===== config.mk =====
export PLATFORM = sky130hd
export DESIGN_NAME = eth_rx_header_parser
export DESIGN_NICKNAME = d
export VERILOG_FILES = /design/src/rtl/eth_rx_header_parser.sv
export SDC_FILE = /design/constraint.sdc
export NUM_CORES = 1
export LEC_CHECK = 0
export ABC_AREA = 1
export CAP_MARGIN = 15
export CORE_MARGIN = 2
export CORE_UTILIZATION = 52
export DETAILED_ROUTE_END_ITERATION = 8
export PLACE_DENSITY_LB_ADDON = 0.15
export SYNTH_ARGS = -nofsm -noshare
export SYNTH_HDL_FRONTEND = slang
export SYNTH_SLANG_ARGS = --single-unit

===== constraint.sdc =====
create_clock -name clk -period 2.7 [get_ports clk]
set_input_delay 0.54 -clock clk [delete_from_list [all_inputs] [get_ports clk]]
set_output_delay 0.54 -clock clk [all_outputs]
set_load 0.05 [all_outputs]

===== src/rtl/eth_rx_header_parser.sv =====
// eth_rx_header_parser: captures dest/src MAC and EtherType, filters on dest, forwards payload with status and counters
module eth_rx_header_parser #(
  parameter logic [47:0] MY_MAC       = 48'h000A35010203,
  parameter bit          ACCEPT_BCAST = 1'b1,
  parameter bit          PROMISC      = 1'b0
) (
  input  logic        clk,
  input  logic        rst_n,
  input  logic [7:0]  eth_data,
  input  logic        eth_valid,
  output logic [47:0] rx_dest_mac,
  output logic [47:0] rx_src_mac,
  output logic [15:0] rx_ethertype,
  output logic        hdr_valid,
  output logic [7:0]  payload_data,
  output logic        payload_valid,
  output logic        frame_done,
  output logic [15:0] rx_len,
  output logic        frame_err,
  output logic [15:0] frame_cnt,
  output logic [15:0] drop_cnt,
  output logic [15:0] err_cnt
);
  typedef enum logic [1:0] {IDLE, HDR, PAYLOAD, DROP} state_t;
  state_t state, state_nx;
  logic [3:0] idx;
  logic armed;
  logic [15:0] len;
  logic match, start, hdr_end, runt, pay, fin;
  function automatic logic [15:0] sat(input logic [15:0] v);
    return v + {15'd0, v != 16'hFFFF};
  endfunction
  assign match   = PROMISC || rx_dest_mac == MY_MAC || (ACCEPT_BCAST && rx_dest_mac == '1);
  assign start   = state == IDLE && eth_valid && armed;
  assign hdr_end = state == HDR && eth_valid && idx == 4'd13;
  assign runt    = state == HDR && !eth_valid;
  assign pay     = state == PAYLOAD && eth_valid;
  assign fin     = state == PAYLOAD && !eth_valid;
  // armed stays low after reset until eth_valid is seen low, so a frame in flight at release is dropped
  always_comb begin
    state_nx = state;
    unique case (state)
      IDLE:    state_nx = eth_valid ? (armed ? HDR : DROP) : IDLE;
      HDR:     state_nx = !eth_valid ? IDLE : idx == 4'd13 ? (match ? PAYLOAD : DROP) : HDR;
      PAYLOAD: state_nx = eth_valid ? PAYLOAD : IDLE;
      default: state_nx = eth_valid ? DROP : IDLE;
    endcase
  end
  always_ff @(posedge clk or negedge rst_n) begin
    if (!rst_n) begin
      state         <= IDLE;
      idx           <= '0;
      armed         <= 1'b0;
      len           <= '0;
      rx_dest_mac   <= '0;
      rx_src_mac    <= '0;
      rx_ethertype  <= '0;
      hdr_valid     <= 1'b0;
      payload_data  <= '0;
      payload_valid <= 1'b0;
      frame_done    <= 1'b0;
      rx_len        <= '0;
      frame_err     <= 1'b0;
      frame_cnt     <= '0;
      drop_cnt      <= '0;
      err_cnt       <= '0;
    end else begin
      state         <= state_nx;
      armed         <= armed | ~eth_valid;
      hdr_valid     <= hdr_end && match;
      payload_valid <= pay;
      frame_done    <= fin;
      frame_err     <= runt;
      if (pay) begin
        payload_data <= eth_data;
        len          <= sat(len);
      end
      if (hdr_end) len <= '0;
      if (hdr_end && !match) drop_cnt <= sat(drop_cnt);
      if (runt) err_cnt <= sat(err_cnt);
      if (fin) begin
        rx_len    <= len;
        frame_cnt <= sat(frame_cnt);
      end
      if (start) begin
        rx_dest_mac  <= {eth_data, 40'd0};
        rx_src_mac   <= '0;
        rx_ethertype <= '0;
        idx          <= 4'd1;
      end else if (state == HDR && eth_valid) begin
        idx <= idx + 4'd1;
        for (int i = 0; i < 6; i++) begin
          if (idx == 4'(i)) rx_dest_mac[8*(5-i) +: 8] <= eth_data;
          if (idx == 4'(i + 6)) rx_src_mac[8*(5-i) +: 8] <= eth_data;
        end
        if (idx == 4'd12) rx_ethertype[15:8] <= eth_data;
        if (idx == 4'd13) rx_ethertype[7:0] <= eth_data;
      end
    end
  end
endmodule


==> flow_summary.toml, run 1 <==
[sta]
final-hold-violation-count = 0
min_period_ns = 2.36
fmax_ghz = 0.423
final_max_slew_viol_count = 0
postLayoutSetupSlackWorst_ns = 0.335
worst_slew_pin_slew_ns = 0.728
finalCritPeriodShare_pct = 87.6
timing.max_slew.rel_slack_pct = 51.3
grt_setup_unrepaired = "no"
totalNegativeSetupSlack_ns = 0
finalSetupViolCount = 0
timing.clock.skew_ns = 0.0149

[placement]
dp_hpwl_um = 17700
dp_slack_ns = 0.132
portBuffers = 198
gp_congestion = 0.871

[die]
dieArea_mm2 = 0.0196
dieHeight_um = 140
start_util_pct = 53.3
io_pins = 199
rows = 49
coreArea_mm2 = 0.0181
chipWidth_um = 140

[layout]
filler_cell_count = 1450
final_layout_size_suffix_gt1_share_pct = 6.77
area_grow_syn2layout_pct = 32.1
highest_count_cells_in_the_layout_ignoring_fill_and_taps = "307 x sky130_fd_sc_hd__nand2_1, 211 x sky130_fd_sc_hd__dfrtp_1, 197 x sky130_fd_sc_hd__clkdlybuf4s50_1"
design.final.nets = 1366
antenna_cells_inserted = 0
commonest_non_fill_non_tap_cell_in_the_layout = "sky130_fd_sc_hd__nand2_1"

[synthesis]
synth-seq-cells = 211
yosys.cell_types.count = 33
postSynthNetCount = 1155
ys_top_cells_by_area = "sky130_fd_sc_hd__dfrtp_1 55%, sky130_fd_sc_hd__nand2_1 12%, sky130_fd_sc_hd__o21ai_0 8.2%"
synth_area_per_cell_um2 = 8.51
synth_top_area_share_pct = 54.8
post_synthesis_cell_type_with_the_largest_combined_area = "sky130_fd_sc_hd__dfrtp_1"
yosys_synthesis_warning_count = 0
synth_enable_flop_cells = 0
netlist_area_mm2 = 0.00964
yosysSeqAreaShare_pct = 54.8
asyncSetResetFlopFracSynth_pct = 100
synth-main-ff-cell = "sky130_fd_sc_hd__dfrtp_1"
post_synth_inst_count = 1132

[global_route]
grt_start_max_net_pins = 69
wire_length_of_the_first_global_routing_pass_um = 40400
groute.usage.overall_pct = 25.4
grt.overflow.total = 0
first_global_vias = 7940
antenna_found_initial = 0

[routing]
postRouteWirelength_um = 25100
detail_route.first_pass.iterations = 9
drt-wirelength-per-cell_um = 15.8
dr_total_vias = 8266
via_per_inst = 5.21
final_antenna_net_count = 0
first_iter_violations = 590
remaining_drc_errors = 11

[clock_network]
post-cts-setup-buffers = 0
cts_max_path_buffers = 3
ctsHtreeMaxLevel = 1
clock_sink_count = 211
cts_tree = "done"
postCtsHoldBufs = 0
cts_root_buffer = "sky130_fd_sc_hd__clkbuf_16"
tritoncts_buffers = 22
cts.clk_slew.worst_paths_ns = 0.06
insertion_delay_to_the_later_sink_of_the_worst_skew_pair_ns = 0.50
cts_repair_resize_count = 0

[run]
drv.max_cap_violation_count = 0

[worst_setup_path]
critical_path_arrival_ns = 1.82
r2r-start = "drop_cnt[7]$_DFFE_PN0P_"
setup.reg_to_reg.worst_slack_ns = 0.42
r2r_cells = 12
worstPathCellList = "clkdlybuf4s50_1"
delay_contributed_by_the_slowest_stage_of_the_critical_path_ns = 0.85
endpoint = "err_cnt[6]"
start_kind = "flip-flop"
critical_path.top_delay_family = "buffers and inverters"
critical_path_cell_count = 1
timing.critical_path.from = "err_cnt[6]$_DFFE_PN0P_"
timing.critical_path.buf_inv = 1
worstSetupEndpointType = "output pin"
worst_r2r_endpoint = "drop_cnt[8]$_DFFE_PN0P_"
slowest_stage = "sky130_fd_sc_hd__clkdlybuf4s50_1"
timing.setup.critical_path_class = "reg -> out"
critPathMaxFanout = 6
worst_ep_required_time_ns = 2.16

[status]
status = "complete, but fails checks"
violations_in_the_final_reports = "DRC"

[worst_hold_path]
hold_path_class = "in -> async"

[pwr]
total_leakage_power_nw = 5.89
p_per_area_mw_per_mm2 = 768
max-vdd-ir-drop_uv = 685
[area by class of cell]
type | instances | area [um2] | area share (%)
Sequential cell | 211 | 5280 | 41.5
Multi-Input combinational cell | 760 | 3700 | 29.1
Timing Repair Buffer | 219 | 2170 | 17.0
Clock buffer | 35 | 681 | 5.35
Inverter | 129 | 484 | 3.80
Tap cell | 229 | 287 | 2.25
Clock inverter | 5 | 125 | 0.983
[through the flow]
step / power [mW] / hold WS, ns / utilization [%] / std cells / cell area, um2
after floorplan: 5.51 / 0.244 / - / 1132 / 9640
after global placement: 6.47 / 0.466 / 65.9 / 1548 / 11900
after detailed placement: 6.50 / 0.472 / 65.9 / 1548 / 11900
after CTS: 9.83 / 0.0544 / 70.4 / 1588 / 12700
after global routing: 10.2 / 0.0736 / 70.4 / 1588 / 12700
final: 9.77 / 0.0447 / 70.4 / 1588 / 12700
[synth_stat cells (4+ instances only)]
library cell,count
sky130_fd_sc_hd__inv_2,10
sky130_fd_sc_hd__nor3_1,18
sky130_fd_sc_hd__nand4_1,38
sky130_fd_sc_hd__buf_2,16
sky130_fd_sc_hd__xnor2_1,12
sky130_fd_sc_hd__nand3_1,58
sky130_fd_sc_hd__ha_1,12
sky130_fd_sc_hd__a21oi_1,12
sky130_fd_sc_hd__nand2_1,307
sky130_fd_sc_hd__clkbuf_1,10
sky130_fd_sc_hd__nor2_1,89
sky130_fd_sc_hd__dfrtp_1,211
sky130_fd_sc_hd__xor2_1,19
sky130_fd_sc_hd__o21ai_0,157
sky130_fd_sc_hd__buf_4,4
sky130_fd_sc_hd__inv_1,119
sky130_fd_sc_hd__nor2_2,12
[cell families (layout without fill, tap and decap cells)]
family	count (synthesis)	after routing	synth area share, %
buffers and inverters	161	388	6.79
adder cells (fa/ha/maj)	12	12	1.56
AND/OR/NAND/NOR	534	534	23.7
flip-flops	211	211	54.8
XOR/XNOR	31	31	2.82
AO/OA/AOI/OAI	183	183	10.3
[sequential cells by signal, indices dropped and copies added (netlist names), 2 cells and up]
signal and flops:
err_cnt 16, rx_dest_mac 48, rx_src_mac 48, len 16
rx_len 16, payload_data 8, idx 4, state 2
rx_ethertype 16, frame_cnt 16, drop_cnt 16
[power by group]
group	total (mW)	switching [mW]	internal, mW	leakage (nW)
Combinational	2.62	1.83	0.793	2.77
Sequential	3.83	0.319	3.51	2.72
Clock	3.31	1.21	2.11	0.394
[how the worst min path moves through the flow]
| stage | to | slack [ns] |
|---|---|---|
| floorplan | armed$_DFF_PN0_ | 0.24 |
| global placement | rx_ethertype[9]$_DFFE_PN0P_ | 0.47 |
| detailed placement | rx_len[14]$_DFFE_PN0P_ | 0.47 |
| CTS | frame_cnt[8]$_DFFE_PN0P_ | 0.05 |
| global route | frame_cnt[8]$_DFFE_PN0P_ | 0.07 |
| finish | frame_cnt[8]$_DFFE_PN0P_ | 0.04 |
[per-layer routing]
| layer | GRT usage (%) | vias to the layer above | part of all wire (%) |
|---|---|---|---|
| met5 | 0 | - | 0 |
| met4 | 7.02 | 0 | 2.4 |
| met3 | 5.61 | 41 | 7.0 |
| met2 | 41.0 | 242 | 47 |
| met1 | 35.1 | 3912 | 44 |
| li1 | - | 4071 | - |
No activity file was read; power rests on OpenSTA's default activity.
==> run 2: changes to the inputs <==
--- a/config.mk
+++ b/config.mk
@@ -6,11 +6,13 @@
 export NUM_CORES = 1
 export LEC_CHECK = 0
 export ABC_AREA = 1
+export ABC_CLOCK_PERIOD_IN_PS = 2700
 export CAP_MARGIN = 15
 export CORE_MARGIN = 2
 export CORE_UTILIZATION = 52
 export DETAILED_ROUTE_END_ITERATION = 8
 export PLACE_DENSITY_LB_ADDON = 0.15
+export REMOVE_ABC_BUFFERS = 1
 export SYNTH_ARGS = -nofsm -noshare
 export SYNTH_HDL_FRONTEND = slang
 export SYNTH_SLANG_ARGS = --single-unit
==> run 2 against run 1 <==
The run still ends with DRC left. Cell area is essentially flat. Flip-flop and latch count is the same. Largest power group unchanged. Largest cell class unchanged. Sequential share of layout area is essentially flat. Cell count grew 0.44%. Non-clock buffer count grew 5. Combinational power is essentially flat. Sequential power is essentially flat. Count of clock-buffer cells in the layout shrank 1. Via count grew 2.3%. Wire length shrank 0.75%.
==> flow_summary.toml, run 2 (synthesis gave the netlist of run 1 again) <==
[routing]
m1_wl_um = 11000
final_antenna_net_count = 0
amount_of_wire_on_met2_after_detailed_routing_um = 11600
drt-wirelength-per-cell_um = 15.6
postRouteWirelength_um = 24900
first_iter_violations = 440
highest_layer = "met4"
via_per_inst = 5.30
detailed_route_wirelength_on_metal3_um = 1830
dr_total_vias = 8457
remaining_drc_errors = 11
detail_route.first_pass.iterations = 8

[worst_setup_path]
worst_ep_required_time_ns = 2.16
start_kind = "flip-flop"
slowest_stage = "sky130_fd_sc_hd__clkdlybuf4s50_1"
critical_path_cell_count = 1
critPathMaxFanout = 7
timing.critical_path.buf_inv = 1
worstSetupEndpointType = "output pin"
worstPathCellList = "clkdlybuf4s50_1"
r2r_cells = 12
timing.setup.critical_path_class = "reg -> out"
delay_contributed_by_the_slowest_stage_of_the_critical_path_ns = 0.86
critical_path_arrival_ns = 1.85
critical_path.top_delay_family = "buffers and inverters"

[sta]
totalNegativeSetupSlack_ns = 0
final_max_slew_viol_count = 0
worst_slew_pin_slew_ns = 0.706
finalSetupViolCount = 0
finalHoldWorstSlack_ns = 0.0198
timing.max_slew.rel_slack_pct = 52.8
final-hold-violation-count = 0
grt_setup_unrepaired = "no"
postLayoutSetupSlackWorst_ns = 0.312
timing.clock.skew_ns = 0.0214
finalCritPeriodShare_pct = 88.5
fmax_ghz = 0.419
min_period_ns = 2.39

[clock_network]
cts_root_buffer = "sky130_fd_sc_hd__clkbuf_16"
cts.clk_slew.worst_paths_ns = 0.06
post-cts-setup-buffers = 0
postCtsHoldBufs = 0
cts_repair_resize_count = 0
tritoncts_buffers = 23
cts_tree = "done"
ctsHtreeMaxLevel = 1
clock_sink_count = 211
insertion_delay_to_the_later_sink_of_the_worst_skew_pair_ns = 0.51
cts_max_path_buffers = 3

[layout]
area_grow_syn2layout_pct = 32.0
final_layout_size_suffix_gt1_share_pct = 7.17
highest_count_cells_in_the_layout_ignoring_fill_and_taps = "307 x sky130_fd_sc_hd__nand2_1, 211 x sky130_fd_sc_hd__dfrtp_1, 197 x sky130_fd_sc_hd__clkdlybuf4s50_1"
final_cell_count_no_fill = 1595
antenna_cells_inserted = 0
reg.largest.list = "rx_dest_mac: 48 flops, rx_src_mac: 48 flops"
design.final.nets = 1372
layout.cell_area.non_filler_mm2 = 0.0127
commonest_non_fill_non_tap_cell_in_the_layout = "sky130_fd_sc_hd__nand2_1"

[placement]
portBuffers = 198
post-place-cells = 1553
dp_hpwl_um = 18000
gp_congestion = 0.884
placed_cell_area_mm2 = 0.0120
dp_slack_ns = 0.296

[run]
drv.max_cap_violation_count = 0

[die]
rows = 49
chipWidth_um = 140
dieArea_mm2 = 0.0196
coreArea_mm2 = 0.0181
start_util_pct = 53.3
dieHeight_um = 140
io_pins = 199

[global_route]
grt_start_max_net_pins = 66
first_global_vias = 8044
wire_length_of_the_first_global_routing_pass_um = 40900
grt.overflow.total = 0
groute.usage.overall_pct = 25.5
antenna_found_initial = 0

[pwr]
total_leakage_power_nw = 5.89
max-vdd-ir-drop_uv = 509
p_per_area_mw_per_mm2 = 753

[status]
violations_in_the_final_reports = "DRC"
status = "complete, but fails checks"

[worst_hold_path]
hold_path_class = "in -> async"
run 2: metrics by stage:
stage	total power [mW]	utilization [%]
CTS	9.65	70.4
floorplan	5.49	-
finish	9.59	70.4
global placement	6.47	66.2
detailed placement	6.51	66.2
global route	9.98	70.4
run 2: where the power goes:
part / switching, mW / internal [mW] / total [mW]
Combinational: 1.83 / 0.798 / 2.63
Clock: 1.25 / 1.88 / 3.13
Sequential: 0.317 / 3.51 / 3.83
run 2: area by class of cell:
type / count / area (um2)
fill: 1434 / 5360
sequential: 211 / 5280
multi-input combinational: 760 / 3700
timing repair buffer: 224 / 2220
clock buffer: 34 / 657
inverter: 129 / 484
tap: 229 / 287
clock inverter: 8 / 96.3
run 2: final timing paths:
| path | from | endpoint | slack, ns |
|---|---|---|---|
| min reg2reg | rx_len[14]$_DFFE_PN0P_ | rx_len[14]$_DFFE_PN0P_ | 0.48 |
| max reg2reg | drop_cnt[7]$_DFFE_PN0P_ | drop_cnt[8]$_DFFE_PN0P_ | 0.41 |
| max | drop_cnt[6]$_DFFE_PN0P_ | drop_cnt[6] | 0.31 |
| min | rst_n | rx_src_mac[2]$_DFFE_PN0P_ | 0.02 |
| min in group clk | rx_len[14]$_DFFE_PN0P_ | rx_len[14]$_DFFE_PN0P_ | 0.48 |
| max in group asynchronous | rst_n | rx_dest_mac[11]$_DFFE_PN0P_ | 1.86 |
run 2: routing by layer:
metal / global-route usage [%] / vias to the layer above
met2: 40.8 / 250
met4: 6.22 / 0
li1: - / 4089
met1: 35.3 / 4077
met3: 6.56 / 41
met5: 0 / -
==> run 3: changes to the inputs <==
--- a/config.mk
+++ b/config.mk
@@ -13,6 +13,7 @@
 export DETAILED_ROUTE_END_ITERATION = 8
 export PLACE_DENSITY_LB_ADDON = 0.15
 export REMOVE_ABC_BUFFERS = 1
+export SKIP_CTS_REPAIR_TIMING = 1
 export SYNTH_ARGS = -nofsm -noshare
 export SYNTH_HDL_FRONTEND = slang
 export SYNTH_SLANG_ARGS = --single-unit
==> results of run 3 <==
The final DEF is identical to that of run 2; final timing and power are the same.
